### src/rtl/distortion_core.sv
// distortion_core: gain -> symmetric clip stage for 16-bit signed PCM.
// Pipeline: S0 capture, S1 multiply, S2 clip folded into the output register,
// so out_valid follows in_valid by exactly 3 cycles with no stalls.
// Optional build macro DIST_SOFT_KNEE_EN replaces the hard clip with a 1/4-slope
// knee followed by saturation to +/-32767.
module distortion_core #(
    parameter int HOLD_CYCLES = 5000000,
    parameter int CNT_W       = 16
) (
    input  logic             CLK,
    input  logic             rst_n,
    input  logic [15:0]      in_sample,
    input  logic             in_valid,
    input  logic             in_chan,
    input  logic [15:0]      gain,
    input  logic [31:0]      threshold,
    input  logic             disabled,
    input  logic             clr_count,
    output logic [15:0]      out_sample,
    output logic             out_valid,
    output logic             out_chan,
    output logic             clip_led,
    output logic [CNT_W-1:0] clip_count
);

    localparam int HW = (HOLD_CYCLES < 2) ? 1 : $clog2(HOLD_CYCLES + 1);

    // Gain below 1 (zero or negative) becomes 1; the signed 16-bit range caps it at 32767.
    function automatic logic [15:0] clamp_gain(input logic [15:0] g);
        if (g[15] || (g == 16'd0)) begin
            return 16'd1;
        end else begin
            return g;
        end
    endfunction

    // Threshold is forced into [1, 32767] so the clip window is never empty or wider than the PCM range.
    function automatic logic [15:0] clamp_thr(input logic [31:0] t);
        if (t[31] || (t == 32'd0)) begin
            return 16'd1;
        end else if (t > 32'd32767) begin
            return 16'd32767;
        end else begin
            return t[15:0];
        end
    endfunction

    logic               s0_valid_q;
    logic signed [15:0] s0_sample_q;
    logic               s0_chan_q;
    logic               s0_byp_q;
    logic signed [15:0] s0_gain_q;
    logic        [15:0] s0_thr_q;

    logic               s1_valid_q;
    logic signed [31:0] s1_prod_q;
    logic        [15:0] s1_sample_q;
    logic               s1_chan_q;
    logic               s1_byp_q;
    logic        [15:0] s1_thr_q;

    logic        [15:0] res_d;
    logic               clip_d;
    logic signed [31:0] thr_ext_s;
    logic signed [31:0] mag_s;
    logic signed [31:0] knee_s;
    logic [HW-1:0]      hold_q;
    logic [HW-1:0]      hold_d;
    logic [CNT_W-1:0]   count_d;

    // S0: capture sample and per-sample parameters so later control changes do not affect it.
    always_ff @(posedge CLK or negedge rst_n) begin
        if (!rst_n) begin
            s0_valid_q  <= 1'b0;
            s0_sample_q <= 16'sd0;
            s0_chan_q   <= 1'b0;
            s0_byp_q    <= 1'b0;
            s0_gain_q   <= 16'sd1;
            s0_thr_q    <= 16'd1;
        end else begin
            s0_valid_q <= in_valid;
            if (in_valid) begin
                s0_sample_q <= in_sample;
                s0_chan_q   <= in_chan;
                s0_byp_q    <= disabled;
                s0_gain_q   <= clamp_gain(gain);
                s0_thr_q    <= clamp_thr(threshold);
            end else begin
                s0_sample_q <= s0_sample_q;
            end
        end
    end

    // S1: full-precision signed product; |sample * gain| < 2^31 so 32 bits never overflow.
    always_ff @(posedge CLK or negedge rst_n) begin
        if (!rst_n) begin
            s1_valid_q  <= 1'b0;
            s1_prod_q   <= 32'sd0;
            s1_sample_q <= 16'd0;
            s1_chan_q   <= 1'b0;
            s1_byp_q    <= 1'b0;
            s1_thr_q    <= 16'd1;
        end else begin
            s1_valid_q <= s0_valid_q;
            if (s0_valid_q) begin
                s1_prod_q   <= s0_sample_q * s0_gain_q;
                s1_sample_q <= s0_sample_q;
                s1_chan_q   <= s0_chan_q;
                s1_byp_q    <= s0_byp_q;
                s1_thr_q    <= s0_thr_q;
            end else begin
                s1_prod_q <= s1_prod_q;
            end
        end
    end

    // S2: clip (or knee) decision plus next values for the clip counter and LED hold counter.
    always_comb begin
        thr_ext_s = $signed({16'd0, s1_thr_q});
        mag_s     = 32'sd0;
        knee_s    = 32'sd0;
        res_d     = s1_prod_q[15:0];
        clip_d    = 1'b0;
        if (s1_byp_q) begin
            res_d  = s1_sample_q;
            clip_d = 1'b0;
        end else if ((s1_prod_q > thr_ext_s) || (s1_prod_q < -thr_ext_s)) begin
            clip_d = 1'b1;
            mag_s  = s1_prod_q[31] ? -s1_prod_q : s1_prod_q;
`ifdef DIST_SOFT_KNEE_EN
            knee_s = thr_ext_s + ((mag_s - thr_ext_s) >>> 2);
            if (knee_s > 32'sd32767) begin
                knee_s = 32'sd32767;
            end else begin
                knee_s = knee_s;
            end
`else
            knee_s = thr_ext_s;
`endif
            if (s1_prod_q[31]) begin
                res_d = 16'd0 - knee_s[15:0];
            end else begin
                res_d = knee_s[15:0];
            end
        end else begin
            res_d = s1_prod_q[15:0];
        end

        if (clr_count) begin
            count_d = {CNT_W{1'b0}};
        end else if (s1_valid_q && clip_d && (clip_count != {CNT_W{1'b1}})) begin
            count_d = clip_count + {{(CNT_W-1){1'b0}}, 1'b1};
        end else begin
            count_d = clip_count;
        end

        if (s1_valid_q && clip_d) begin
            hold_d = HW'(HOLD_CYCLES);
        end else if (hold_q != {HW{1'b0}}) begin
            hold_d = hold_q - {{(HW-1){1'b0}}, 1'b1};
        end else begin
            hold_d = hold_q;
        end
    end

    // Output register: sample, channel and strobe move together; counters and LED share the edge.
    always_ff @(posedge CLK or negedge rst_n) begin
        if (!rst_n) begin
            out_valid  <= 1'b0;
            out_sample <= 16'd0;
            out_chan   <= 1'b0;
            clip_count <= {CNT_W{1'b0}};
            hold_q     <= {HW{1'b0}};
            clip_led   <= 1'b0;
        end else begin
            out_valid <= s1_valid_q;
            if (s1_valid_q) begin
                out_sample <= res_d;
                out_chan   <= s1_chan_q;
            end else begin
                out_sample <= out_sample;
            end
            clip_count <= count_d;
            hold_q     <= hold_d;
            clip_led   <= (hold_d != {HW{1'b0}});
        end
    end

endmodule

### config.mk
export PLATFORM = sky130hd
export DESIGN_NAME = distortion_core
export DESIGN_NICKNAME = d
export VERILOG_FILES = /design/src/rtl/distortion_core.sv
export SDC_FILE = /design/constraint.sdc
export NUM_CORES = 1
export LEC_CHECK = 0
export ABC_AREA = 1
export CAP_MARGIN = 5
export CORE_MARGIN = 3
export CORE_UTILIZATION = 30
export DETAILED_ROUTE_END_ITERATION = 8
export PLACE_DENSITY = 0.46
export SETUP_SLACK_MARGIN = 0.2
export SLEW_MARGIN = 20
export SYNTH_ARGS = -nofsm -noshare
export SYNTH_HDL_FRONTEND = slang
export SYNTH_SLANG_ARGS = --single-unit
export TNS_END_PERCENT = 1
### constraint.sdc
create_clock -name CLK -period 15.63 [get_ports CLK]
set_clock_uncertainty 0.15 [all_clocks]
set_input_delay 3.9075 -clock CLK [delete_from_list [all_inputs] [get_ports CLK]]
set_output_delay 3.9075 -clock CLK [all_outputs]
set_load 0.005 [all_outputs]
# Word level (Yosys, flattened, before mapping)
# Index checks and enable logic that the tools add are counted.
[word_totals] register_bits=176 rom_bits=0 in_bits=70 mem_count=0 latch_bits=0 mem_bits_rw=0
[classes] n_lt_le_gt_ge=3 multipliers=1 n_mux=12 addsub=4 reduce_logical=10 n_eq_ne=1 bitwise=0 n_shift=0 n_div=0
[ops] cell="2-to-1 mux 16 bit" count=8
[ops] cell="2-to-1 mux 23 bit" count=2
[ops] cell="nonzero test 23 bit" count=2
[ops] cell="greater-than comparator 32 x 15 -> 1 bit (second input constant)" count=1
[ops] cell="greater-than comparator 32 x 17 -> 1 bit" count=1
[ops] cell="zero test 32 bit" count=1
[ops] cell="< comparator 32 bit" count=1
[ops] cell="multiplier 16 x 16 -> 32 bit" count=1
[ops] cell="negator 16 -> 32 bit" count=1
[ops] cell="subtractor 23 x 1 -> 23 bit (second input constant)" count=1
[ops] cell="adder 16 x 1 -> 16 bit (second input constant)" count=1
[ops] cell="zero test 16 bit" count=1
[ops] cell="!= test 16 bit (second input constant)" count=1
[ops] cell="subtractor 1 x 16 -> 16 bit (first input constant)" count=1
[ops] cell="logical OR 1 bit" count=3
[ops] cell="logical AND 1 bit" count=2
[ops] cell="2-to-1 mux 1 bit" count=2
[ops] cell="nonzero test 2 bit" count=1

# Logic depth before layout (Yosys ltp)
# Gate-level depths: netlist of the first run.
[depth] depth_word=9 depth_mapped=29 ltp_nobuf=28

# Least setup slack after synthesis of the first run
# No wires, ideal clock.
[synth_path] kind="reg-to-reg" startpoint="reg s0_sample_q[15]" endpoint="reg s1_prod_q[30]" path_buffers=2 required_ns=15.398 setup_slack_ns=9.449 path_stages_with_launch=23 period_less_slack_ns=6.181 arrival_ns=5.948 path_cell_list="dfrtp_1 > clkbuf_1 > clkbuf_1 > nand2_1 > fa_1 > inv_1 > fa_1 > inv_1 > fa_1 > inv_1 > fa_1 > fa_1 > inv_1 > fa_1 > inv_1 > ha_1 > nand2_1 > nor2_1 > nand4_1 > or2_2 > nand2_1 > nand2_1 > a31oi_1"
[synth_between] elab_chain_len=1
[synth_lines] item="start, declared" line="49" source="logic signed [15:0] s0_sample_q;"
[synth_lines] item="start signal, assigned" line="83" source="s0_sample_q <= in_sample;"
[synth_lines] item="start signal, assigned" line="89" source="s0_sample_q <= s0_sample_q;"
[synth_lines] item="multiplier 16 x 16 -> 32 bit" line="106" source="s1_prod_q <= s0_sample_q * s0_gain_q;"
[synth_lines] item="end signal, assigned" line="106"
[synth_lines] item="end signal, assigned" line="112" source="s1_prod_q <= s1_prod_q;"
[synth_lines] item="end, declared" line="56" source="logic signed [31:0] s1_prod_q;"
# Every way passes these cells.
# A chain may end at the register's enable or synchronous reset.

# Worst setup path after layout of the first run
[layout_path] startpoint="reg s0_sample_q[15]" endpoint="reg s1_prod_q[31]"
# Same word-level chain as after synthesis.

==> impl_results.md, run 1 <==
- Status: complete, no violations
- Die Span Y: roughly 260 um
- Slew headroom: approximately 36%
- Max VDD drop: 0.103 mV
- Post-synthesis area per instance: 7.72 um^2
- Cell taking the most area after synthesis: fa_1
- Final #Nets: 3090
- Synth top area share: approximately a quarter
- Post-cts gate resize count: 0
- HP Class: reg2reg
- Seq/Total Area, Yosys: between 20% and 30%
- Row Count: 94
- Total Routing Usage GR: 16.9%
- TritonRoute pass-1 iters: 7
- Met1 wire length: 27200 um
- Starting Density: 30.4%
- Post-Syn Instances: ~2600
- Post-route ant nets: 0
- Hold-fix buffer count after cts: 0
- Number of buffers added by the clock tree synthesis step: 17
- Post-synth EDFFs: 0
- Design Area, Final: 0.0225 mm^2
- Placed wire-length estimate: around 44000 um
- TritonCTS clock tree: done
- Placer Congestion: 0.831
- Initial drt markers: 1011
- Leakage power: 0.0119 uW
- Met2 routed WL: around 27000 um
- Max Used Layer: met4
- DIE AREA: between 0.06 and 0.07 mm^2
- Die Width: 264 um
- Remaining global-route overflow: 0
- Top cells by count, synth: nand2_1, inv_1, fa_1
- Crit path time final: 6.81 ns
- Total power: roughly 3700 uW
- Final Hold Fails: 0
- MaxCap Viol Count: 0
- Clk_lat worst skew: 0.47 ns
- Post-CTS Setup Inserts: 0
- Vias per cell: 4.57
- Final hold slack: approximately 0.33 ns
- Kind of critical path: reg2reg
- Max Freq: 147 MHz
- Critical-path maximum fanout: 18
- Routed length on met3: between 1500 and 2000 um
- # H-tree levels: 4
- Cell area after synthesis: 0.0200 mm^2
- CTS max path bufs: 2
- Layout cell share with drive strength beyond 1: 3.26%
- Area grow syn2layout: 12.3%
- WL/cell: around 16 um
- Post-synthesis async set-or-reset flop share: 100%
- Global-route wire length before repair: 94600 um
- CTS root buf: clkbuf_16
- DR DRC count: 0
- Final Max Slew Viols: 0
- Inserted Diodes: 0
- Area of the core: 0.0660 mm^2
- Clock sinks: 176
- Warning count from the yosys run: 0
- Synth unique cells: 48
- Pin count of the biggest net entering global routing: 84
- Top FF cell, synth: dfrtp_1
- Post-route setup TNS: 0 ns
- Placed instance area: 0.0218 mm^2
- Initial antenna violation count: 0
- Tcrit/Tclk final: 43.6%
- Io pins: about 110
- Most common cell in the netlist: nand2_1
- Clock slew at reported path FFs: ~0.08 ns
- Power Density: about 170 mW/mm^2
- Tightest Pin Transition: 0.964 ns
- Synth Register Bits: ~180
- Critical Path RT: 15.80 ns
- Vias in the first global route: about 17000
- Net Count, Synth: 3061
- Worst path arrival time: around 7.0 ns
- RSZ-0062 raised after global routing: no
- Crit path capture type: flip-flop
- Setup violations, final: 0
- Synth area leaders: fa_1, dfrtp_1, nand2_1
- Via count: roughly 16000
- Port bufs: 104
- WL final: 56400 um
- Setup crit start kind: flip-flop
[stage by stage]
step | util [%] | worst slack, ns | cells
floorplan | - | 9.45 | 2595
detailed placement | 33.1 | 8.75 | 3469
global placement | 33.1 | 8.44 | 3469
finish | 34.1 | 8.82 | 3501
CTS | 34.1 | 8.70 | 3501
global route | 34.1 | 8.29 | 3501
[path summary, 6_finish.rpt]
check	slack, ns	depth (start not counted)	to	startpoint
max in group asynchronous	10.76	2	s1_thr_q[6]$_DFFE_PN0P_	rst_n
min in group asynchronous	3.26	1	s0_gain_q[12]$_DFFE_PN0P_	rst_n
max reg2reg	8.82	20	s1_prod_q[31]$_DFFE_PN0P_	s0_sample_q[15]$_DFFE_PN0P_
min reg2reg	0.33	2	s1_thr_q[6]$_DFFE_PN0P_	s0_thr_q[6]$_DFFE_PN0P_
min	0.33	2	s1_thr_q[6]$_DFFE_PN0P_	s0_thr_q[6]$_DFFE_PN0P_
max	8.82	20	s1_prod_q[31]$_DFFE_PN0P_	s0_sample_q[15]$_DFFE_PN0P_
[area by class of cell]
cell class / count / area [um^2]
Timing Repair Buffer: 120 / 1160
Sequential cell: 176 / 4410
Tap cell: 864 / 1080
Clock inverter: 15 / 244
Inverter: 572 / 2150
Multi-Input combinational cell: 1737 / 13000
Clock buffer: 17 / 425
Fill cell: 6935 / 43500
[per-layer routing]
metal,track usage (%),vias to the layer above
met3,2.16,48
met1,23.6,7894
met2,28.4,249
met4,3.36,0
met5,0,-
li1,-,7824
[logic make-up after synthesis]
kind of cell | share of synthesized area (%)
and+or+nand+nor | 21.4
buffers and inverters | 13.0
adders and majority gates | 34.5
AOI/OAI and AO/OA | 6.49
DFF | 22.0
xor gates and xnor gates | 2.62
[cell usage in the layout (no fill, tap or decap), types with 4 or more instances in the layout]
| cell type | instances |
|---|---|
| a21o_1 | 6 |
| a21oi_1 | 76 |
| a31oi_1 | 6 |
| buf_4 | 16 |
| bufinv_16 | 5 |
| clkbuf_16 | 17 |
| clkdlybuf4s50_1 | 102 |
| dfrtp_1 | 172 |
| fa_1 | 262 |
| ha_1 | 134 |
| inv_1 | 567 |
| inv_8 | 4 |
| nand2_1 | 699 |
| nand3_1 | 95 |
| nand4_1 | 18 |
| nor2_1 | 151 |
| nor3_1 | 32 |
| nor4_1 | 16 |
| o21a_1 | 4 |
| o21ai_0 | 123 |
| o21bai_1 | 6 |
| or2_2 | 14 |
| xnor2_1 | 22 |
| xor2_1 | 38 |
[critical path: stages (launching register included)]
cell,delay (ns)
dfrtp_1,0.84
nand2_1,0.27
fa_1,0.61
inv_1,0.08
fa_1,0.89
inv_1,0.19
fa_1,0.56
inv_1,0.05
fa_1,0.46
fa_1,0.55
inv_1,0.06
fa_1,0.53
inv_1,0.04
ha_1,0.38
nand2_1,0.17
o21ai_0,0.12
nand2_1,0.07
o311ai_0,0.11
a31oi_1,0.22
xor2_1,0.20
o21ai_0,0.10
[flip-flops by register name, summed over array words and instances, names as in the netlist, 16 cells and up]
register,flops
s0_sample_q,16
hold_q,23
s1_thr_q,16
s0_thr_q,16
s1_sample_q,16
out_sample,16
s1_prod_q,32
clip_count,16
s0_gain_q,16
[power by group]
part           switching (uW)  internal [uW]
Clock                     215            290
Combinational            1610            952
Sequential                116            550
Note: power is estimated with default switching activity, not from simulation.
==> run 2, diff against run 1 <==
Clock period 15.63 ns to 6.4 ns, I/O delays scaled along.
==> impl_results.md, run 2 (synthesis results as in run 1) <==
- Tightest Pin Transition: 0.839 ns (-0.125 ns)
- Pint: 4600 uW (+160%)
- Starting Density: 30.4% (unchanged)
- TritonRoute pass-1 iters: 5 (-2)
- RSZ-0062 raised after global routing: yes
- Largest Register: s1_prod_q
- Max VDD drop: 0.308 mV (+200%)
- Worst path arrival time: 6.28 ns (-0.70 ns)
- Worst-path cell chain: buf_6 -> nand2_1 -> fa_1 -> fa_1 -> inv_1 -> fa_1 -> inv_1 -> fa_1 -> fa_1 -> fa_1 -> inv_1 -> ha_1 -> a21oi_1 -> o21ai_0 -> a21oi_1 -> o211ai_1 -> buf_4 -> or2_2 -> nand3_1 -> nand2_1
- Met1 usage: 24.6% (+0.93 points)
- Placed cells: 3514 (+1.3%)
- Area grow syn2layout: 16.2%
- Vias per cell: 4.61 (+0.78%)
- Post-route ant nets: 0 (unchanged)
- Port bufs: 104 (unchanged)
- Placed wire-length estimate: 46900 um (+5.9%)
- Io pins: 105 (unchanged)
- Worst path max stage delay: 0.62 ns (-0.27 ns)
- Max Freq: 165 MHz (+13%)
- Setup violations, final: 0 (unchanged)
- Final #Nets: 3154 (+2.1%)
- Grt met3 use: 3.14% (+0.97 points)
- Clock share of power: 11.1% (-2.4 points)
- Pin count of the biggest net entering global routing: 90 (+7.1%)
- M2 GR Usage: 27.9% (-0.44 points)
- Max reg flops: 32 (unchanged)
- CTS max path bufs: 2 (unchanged)
- Status: complete, no violations
- Final Max Slew Viols: 0 (unchanged)
- DIE AREA: 0.0699 mm^2 (unchanged)
- WL/cell: 16.5 um (+2.3%)
- Post-route setup TNS: 0 ns (unchanged)
- Crit path time final: 6.04 ns (-0.768 ns)
- MaxCap Viol Count: 0 (unchanged)
- Layout cell share with drive strength beyond 1: 8.40% (+5.1 points)
- Clk_lat worst skew: 0.50 ns (+0.03 ns)
- Setup crit start kind: flip-flop
- Die Width: 264 um (unchanged)
- Final Hold Fails: 0 (unchanged)
- Top Registers: s1_prod_q x32, hold_q x23
- Top cell by count, worst path: fa_1
- NetSw: 5120 uW (+160%)
- Die Span Y: 264 um (unchanged)
- HP Class: reg2reg
- Placer Congestion: 0.861 (+3.5%)
- Slew headroom: 44.1% (+8.3 points)
- Slowest-stage cell, CP: fa_1
- Flop pwr share: 16.4% (-1.5 points)
- Kind of critical path: reg2reg
- Leakage power: 0.0122 uW (+2.5%)
- Crit path capture type: flip-flop
- Initial antenna violation count: 2 (+2)
- WL final: 58800 um (+4.2%)
- Row Count: 94 (unchanged)
- Vias in the first global route: 17200 (-0.91%)
- Global-route wire length before repair: 95700 um (+1.2%)
- Power Density: 418 mW/mm^2 (+150%)
- Tcrit/Tclk final: 94.4% (+51 points)
- Grt peak-use layer: met2
- DR DRC count: 0 (unchanged)
- Post-Layout Cell Count: 3566 (+1.9%)
- Via count: 16400 (+2.6%)
- Initial drt markers: 1011 (unchanged)
- Commonest cells after routing, fill and taps aside: nand2_1, inv_1, fa_1, dfrtp_1, nor2_1
- Clock sinks: 176 (unchanged)
- Switching Fraction: 52.7% (+0.72 points)
- TritonCTS clock tree: done
- CTS root buf: clkbuf_16
- Total Routing Usage GR: 17.4% (+0.47 points)
- Combinational group share of total power: 72.4% (+3.8 points)
- Area of the core: 0.0660 mm^2 (unchanged)
- Critical-path maximum fanout: 16 (-2)
- Number of buffers added by the clock tree synthesis step: 17 (unchanged)
- Commonest non-fill, non-tap cell in the layout: nand2_1
- Critical Path RT: 6.64 ns (-9.16 ns)
- Clock slew at reported path FFs: 0.09 ns (about the same)
- Final hold slack: 0.323 ns (-0.00562 ns)
- Remaining global-route overflow: 0 (unchanged)
- # H-tree levels: 4 (unchanged)
-- run 2: cell types whose count changed in the layout (fill, tap and decap cells not counted), moves of 10 or more --
cell and change:
buf_4 +51, dfrtp_2 +19, a21oi_1 -11, nor2_1 -11, dfrtp_1 -21, nor2_2 +11, a21oi_2 +10, buf_12 +10
-- run 2: what timing repair did --
action	CTS	global route
setup endpoints to repair	6	19
pin swaps	0	10
hold buffers	0	0
resized for setup	10	85
cloned	0	1
setup buffers	0	18
-- run 2: power groups by stage --
stage,logic (uW),registers (uW),clock network [uW]
2_1_floorplan,4560,1500,0
3_3_place_gp,6500,1620,0
3_5_place_dp,6440,1620,0
4_1_cts,6520,1600,1140
5_1_grt,8030,1630,1170
6_report,7050,1600,1080
-- run 2: worst max-delay path, delay by kind of cell, from the launching register on --
family                   cells  cell delay [ns]
adder cells (fa/ha/maj)      7             3.54
AO/OA/AOI/OAI                4             0.75
buffers and inverters        5             0.54
AND/OR/NAND/NOR              4             0.49
flip-flops                   1             0.45
-- run 2: final cells by class --
type	instances	area, um^2
Antenna cell	1	2.50
Clock buffer	17	425
Clock inverter	15	146
Fill cell	6971	42700
Inverter	572	2150
Multi-Input combinational cell	1737	13300
Sequential cell	176	4440
Tap cell	864	1080
Timing Repair Buffer	183	1770
Timing Repair inverter	1	7.51
-- run 2: stage by stage --
step / worst slack, ns / cell area (um^2) / total power (uW) / utilization (%)
floorplan: 0.219 / 20000 / 6060 / -
global placement: 0.0539 / 22200 / 8120 / 33.7
detailed placement: 0.0359 / 22200 / 8060 / 33.7
CTS: 0.162 / 22800 / 9260 / 34.5
global route: 0.150 / 23300 / 10800 / 35.3
finish: 0.356 / 23300 / 9730 / 35.3
-- run 2: routing by layer --
layer / share of wire (%) / vias to the layer above
li1: - / 7944
met1: 48 / 8101
met2: 46 / 328
met3: 4.3 / 62
met4: 1.7 / 4
met5: 0.11 / -
-- run 2: worst paths after layout --
check / from / to / slack (ns) / depth (start not counted)
max: s0_gain_q[5]$_DFFE_PN0P_ / s1_prod_q[24]$_DFFE_PN0P_ / 0.36 / 20
min in group asynchronous: rst_n / s0_gain_q[6]$_DFFE_PN0P_ / 1.04 / 1
min reg2reg: s0_byp_q$_DFFE_PN0P_ / s0_byp_q$_DFFE_PN0P_ / 0.32 / 2
max in group asynchronous: rst_n / hold_q[9]$_DFF_PN0_ / 4.00 / 2
min: s0_byp_q$_DFFE_PN0P_ / s0_byp_q$_DFFE_PN0P_ / 0.32 / 2
max reg2reg: s0_gain_q[5]$_DFFE_PN0P_ / s1_prod_q[24]$_DFFE_PN0P_ / 0.36 / 20
==> run 3, diff against run 2 <==
Clock period 6.4 ns to 6.9 ns, I/O delays scaled along.
==> impl_results.md, run 3 (synthesis results as in run 1) <==
- MaxCap Viol Count: 0 (unchanged)
- Total Routing Usage GR: 17.8% (+0.39 points)
- Max VDD drop: 0.302 mV (-2.1%)
- WL/cell: 16.7 um (+1.5%)
- TritonCTS clock tree: done
- Final Max Slew Viols: 0 (unchanged)
- Status: complete, no violations
- Commonest non-fill, non-tap cell in the layout: nand2_1
- Commonest cells after routing, fill and taps aside: nand2_1, inv_1, fa_1, dfrtp_1, nor2_1
- Hold-fix buffer count after cts: 0 (unchanged)
- Flop pwr share: 18.0% (+1.6 points)
- Global-route wire length before repair: 97200 um (+1.6%)
- Switching Fraction: 52.9% (+0.27 points)
- Die Width: 264 um (unchanged)
- Port bufs: 104 (unchanged)
- Row Count: 94 (unchanged)
- Placed wire-length estimate: 47600 um (+1.5%)
- Placed instance area: 0.0221 mm^2 (-0.50%)
- Max reg flops: 32 (unchanged)
- Final #Nets: 3128 (-0.82%)
- Multi-input logic area: 0.0130 mm^2 (-1.8%)
- Max Freq: 156 MHz (-5.8%)
- Tcrit/Tclk final: 93.0% (-1.5 points)
- Area grow syn2layout: 13.5%
- Initial antenna violation count: 2 (unchanged)
- Worst path arrival time: 6.68 ns (+0.40 ns)
- Pint: 3920 uW (-15%)
- Tightest Pin Transition: 0.822 ns (-0.0171 ns)
- HP Class: reg2reg
- Fin util: 34.5% (-0.83 points)
- Post-route ant nets: 0 (unchanged)
- Fillers: 7011 (+0.57%)
- Area of the core: 0.0660 mm^2 (unchanged)
- Top Registers: s1_prod_q x32, hold_q x23
- Kind of critical path: reg2reg
- Pin count of the biggest net entering global routing: 99 (+10%)
- Leakage power: 0.0121 uW (-1.1%)
- Combinational group share of total power: 69.9% (-2.5 points)
- Remaining global-route overflow: 0 (unchanged)
- Starting Density: 30.4% (unchanged)
- Slew headroom: 45.2% (+1.1 points)
- Total power: 8340 uW (-14%)
- Number of buffers added by the clock tree synthesis step: 17 (unchanged)
- Vias per cell: 4.63 (+0.39%)
- Vias in the first global route: 17200 (+0.047%)
- CTS max path bufs: 2 (unchanged)
- Seq. cell area: 0.00442 mm^2 (-0.48%)
- Design Area, Final: 0.0227 mm^2 (-2.3%)
- Post-Layout Cell Count: 3540 (-0.73%)
- Power Density: 367 mW/mm^2 (-12%)
- Setup violations, final: 0 (unchanged)
- Via count: 16400 (-0.34%)
- Crit path time final: 6.41 ns (+0.370 ns)
- Largest Register: s1_prod_q
- Clock share of power: 12.1% (+1.0 points)
- Clock sinks: 176 (unchanged)
- # H-tree levels: 4 (unchanged)
- Io pins: 105 (unchanged)
- Die Span Y: 264 um (unchanged)
- Setup crit start kind: flip-flop
- DR DRC count: 0 (unchanged)
- Placer Congestion: 0.882 (+2.5%)
- Clock slew at reported path FFs: 0.08 ns (about the same)
- TritonRoute pass-1 iters: 5 (unchanged)
- Critical-path maximum fanout: 10 (-6)
- WL final: 59200 um (+0.73%)
- Post-route setup TNS: 0 ns (unchanged)
- Crit path capture type: flip-flop
- Placed cells: 3501 (-0.37%)
- CTS root buf: clkbuf_16
- Final Hold Fails: 0 (unchanged)
- RSZ-0062 raised after global routing: yes
- Layout cell share with drive strength beyond 1: 4.97% (-3.4 points)
- Critical Path RT: 7.16 ns (+0.52 ns)
- Initial drt markers: 950 (-6.0%)
- Clk_lat worst skew: 0.49 ns (about the same)
- NetSw: 4410 uW (-14%)
- DIE AREA: 0.0699 mm^2 (unchanged)
-- run 3: cell count changes in the layout (fill, tap and decap cells not counted), moves of 8 or more --
| cell | delta |
|---|---|
| buf_4 | -14 |
| dfrtp_1 | +13 |
| a21oi_1 | +11 |
| dfrtp_2 | -11 |
| nor2_1 | +11 |
| nor2_2 | -11 |
| a21oi_2 | -10 |
| ha_1 | +9 |
| buf_12 | -8 |
-- run 3: stage by stage --
stage          worst slack [ns]  hold WS [ns]
3_3_place_gp              0.371         0.309
4_1_cts                   0.358         0.331
2_1_floorplan             0.719         0.202
6_report                  0.485         0.327
3_5_place_dp              0.239         0.311
5_1_grt                   0.190         0.352
-- run 3: per-layer routing --
| layer | GRT usage, % | part of all wire, % |
|---|---|---|
| met1 | 24.7 | 47 |
| met2 | 28.7 | 46 |
| met3 | 2.75 | 4.3 |
| met4 | 5.42 | 2.5 |
| met5 | 0 | 0.022 |
-- run 3: cell type report --
cell class	instances	share of cell area [%]
inverters	572	9.47
flip-flops and latches	176	19.4
diodes	1	0.0110
well taps	864	4.75
clock inverters	14	0.638
clock buffers	18	1.93
repair buffers	158	6.47
multi-input cells	1737	57.3
-- run 3: final timing paths --
| kind | start | endpoint | slack, ns | cells past startpoint |
|---|---|---|---|---|
| max | s0_sample_q[14]$_DFFE_PN0P_ | s1_prod_q[31]$_DFFE_PN0P_ | 0.49 | 21 |
| min | s0_byp_q$_DFFE_PN0P_ | s0_byp_q$_DFFE_PN0P_ | 0.33 | 2 |
| max reg2reg | s0_sample_q[14]$_DFFE_PN0P_ | s1_prod_q[31]$_DFFE_PN0P_ | 0.49 | 21 |
| min reg2reg | s0_byp_q$_DFFE_PN0P_ | s0_byp_q$_DFFE_PN0P_ | 0.33 | 2 |
| max in group asynchronous | rst_n | s1_prod_q[20]$_DFFE_PN0P_ | 4.42 | 2 |
| min in group asynchronous | rst_n | s0_gain_q[11]$_DFFE_PN0P_ | 1.13 | 1 |
-- run 3: what timing repair did --
action / 4_1_cts / 5_1_grt
gates resized for setup: 1 / 9
pin swaps: 0 / 1
setup buffers: 0 / 6
endpoints found under the setup margin: 1 / 6
-- run 3: power by group through the flow --
stage	Clock [uW]	Sequential, uW	Combinational [uW]
2_1_floorplan	0	1390	4230
3_3_place_gp	0	1520	5890
3_5_place_dp	0	1520	5860
4_1_cts	1050	1500	5910
5_1_grt	1080	1530	6740
6_report	1010	1500	5830
-- run 3: worst max-delay path, stage by stage, from the launching register on --
cell and delay, ns:
dfrtp_1 0.70, buf_4 0.32, nand2_1 0.11, fa_1 0.51, fa_1 0.55, inv_1 0.06, fa_1 0.52, fa_1 0.45
fa_1 0.55, inv_1 0.05, fa_1 0.53, inv_1 0.04, ha_1 0.36, nand2_1 0.09, inv_1 0.07, nand3_1 0.10
nor3_1 0.29, nand4_1 0.18, nand3_1 0.24, a31oi_1 0.14, xor2_1 0.16, o21ai_0 0.16
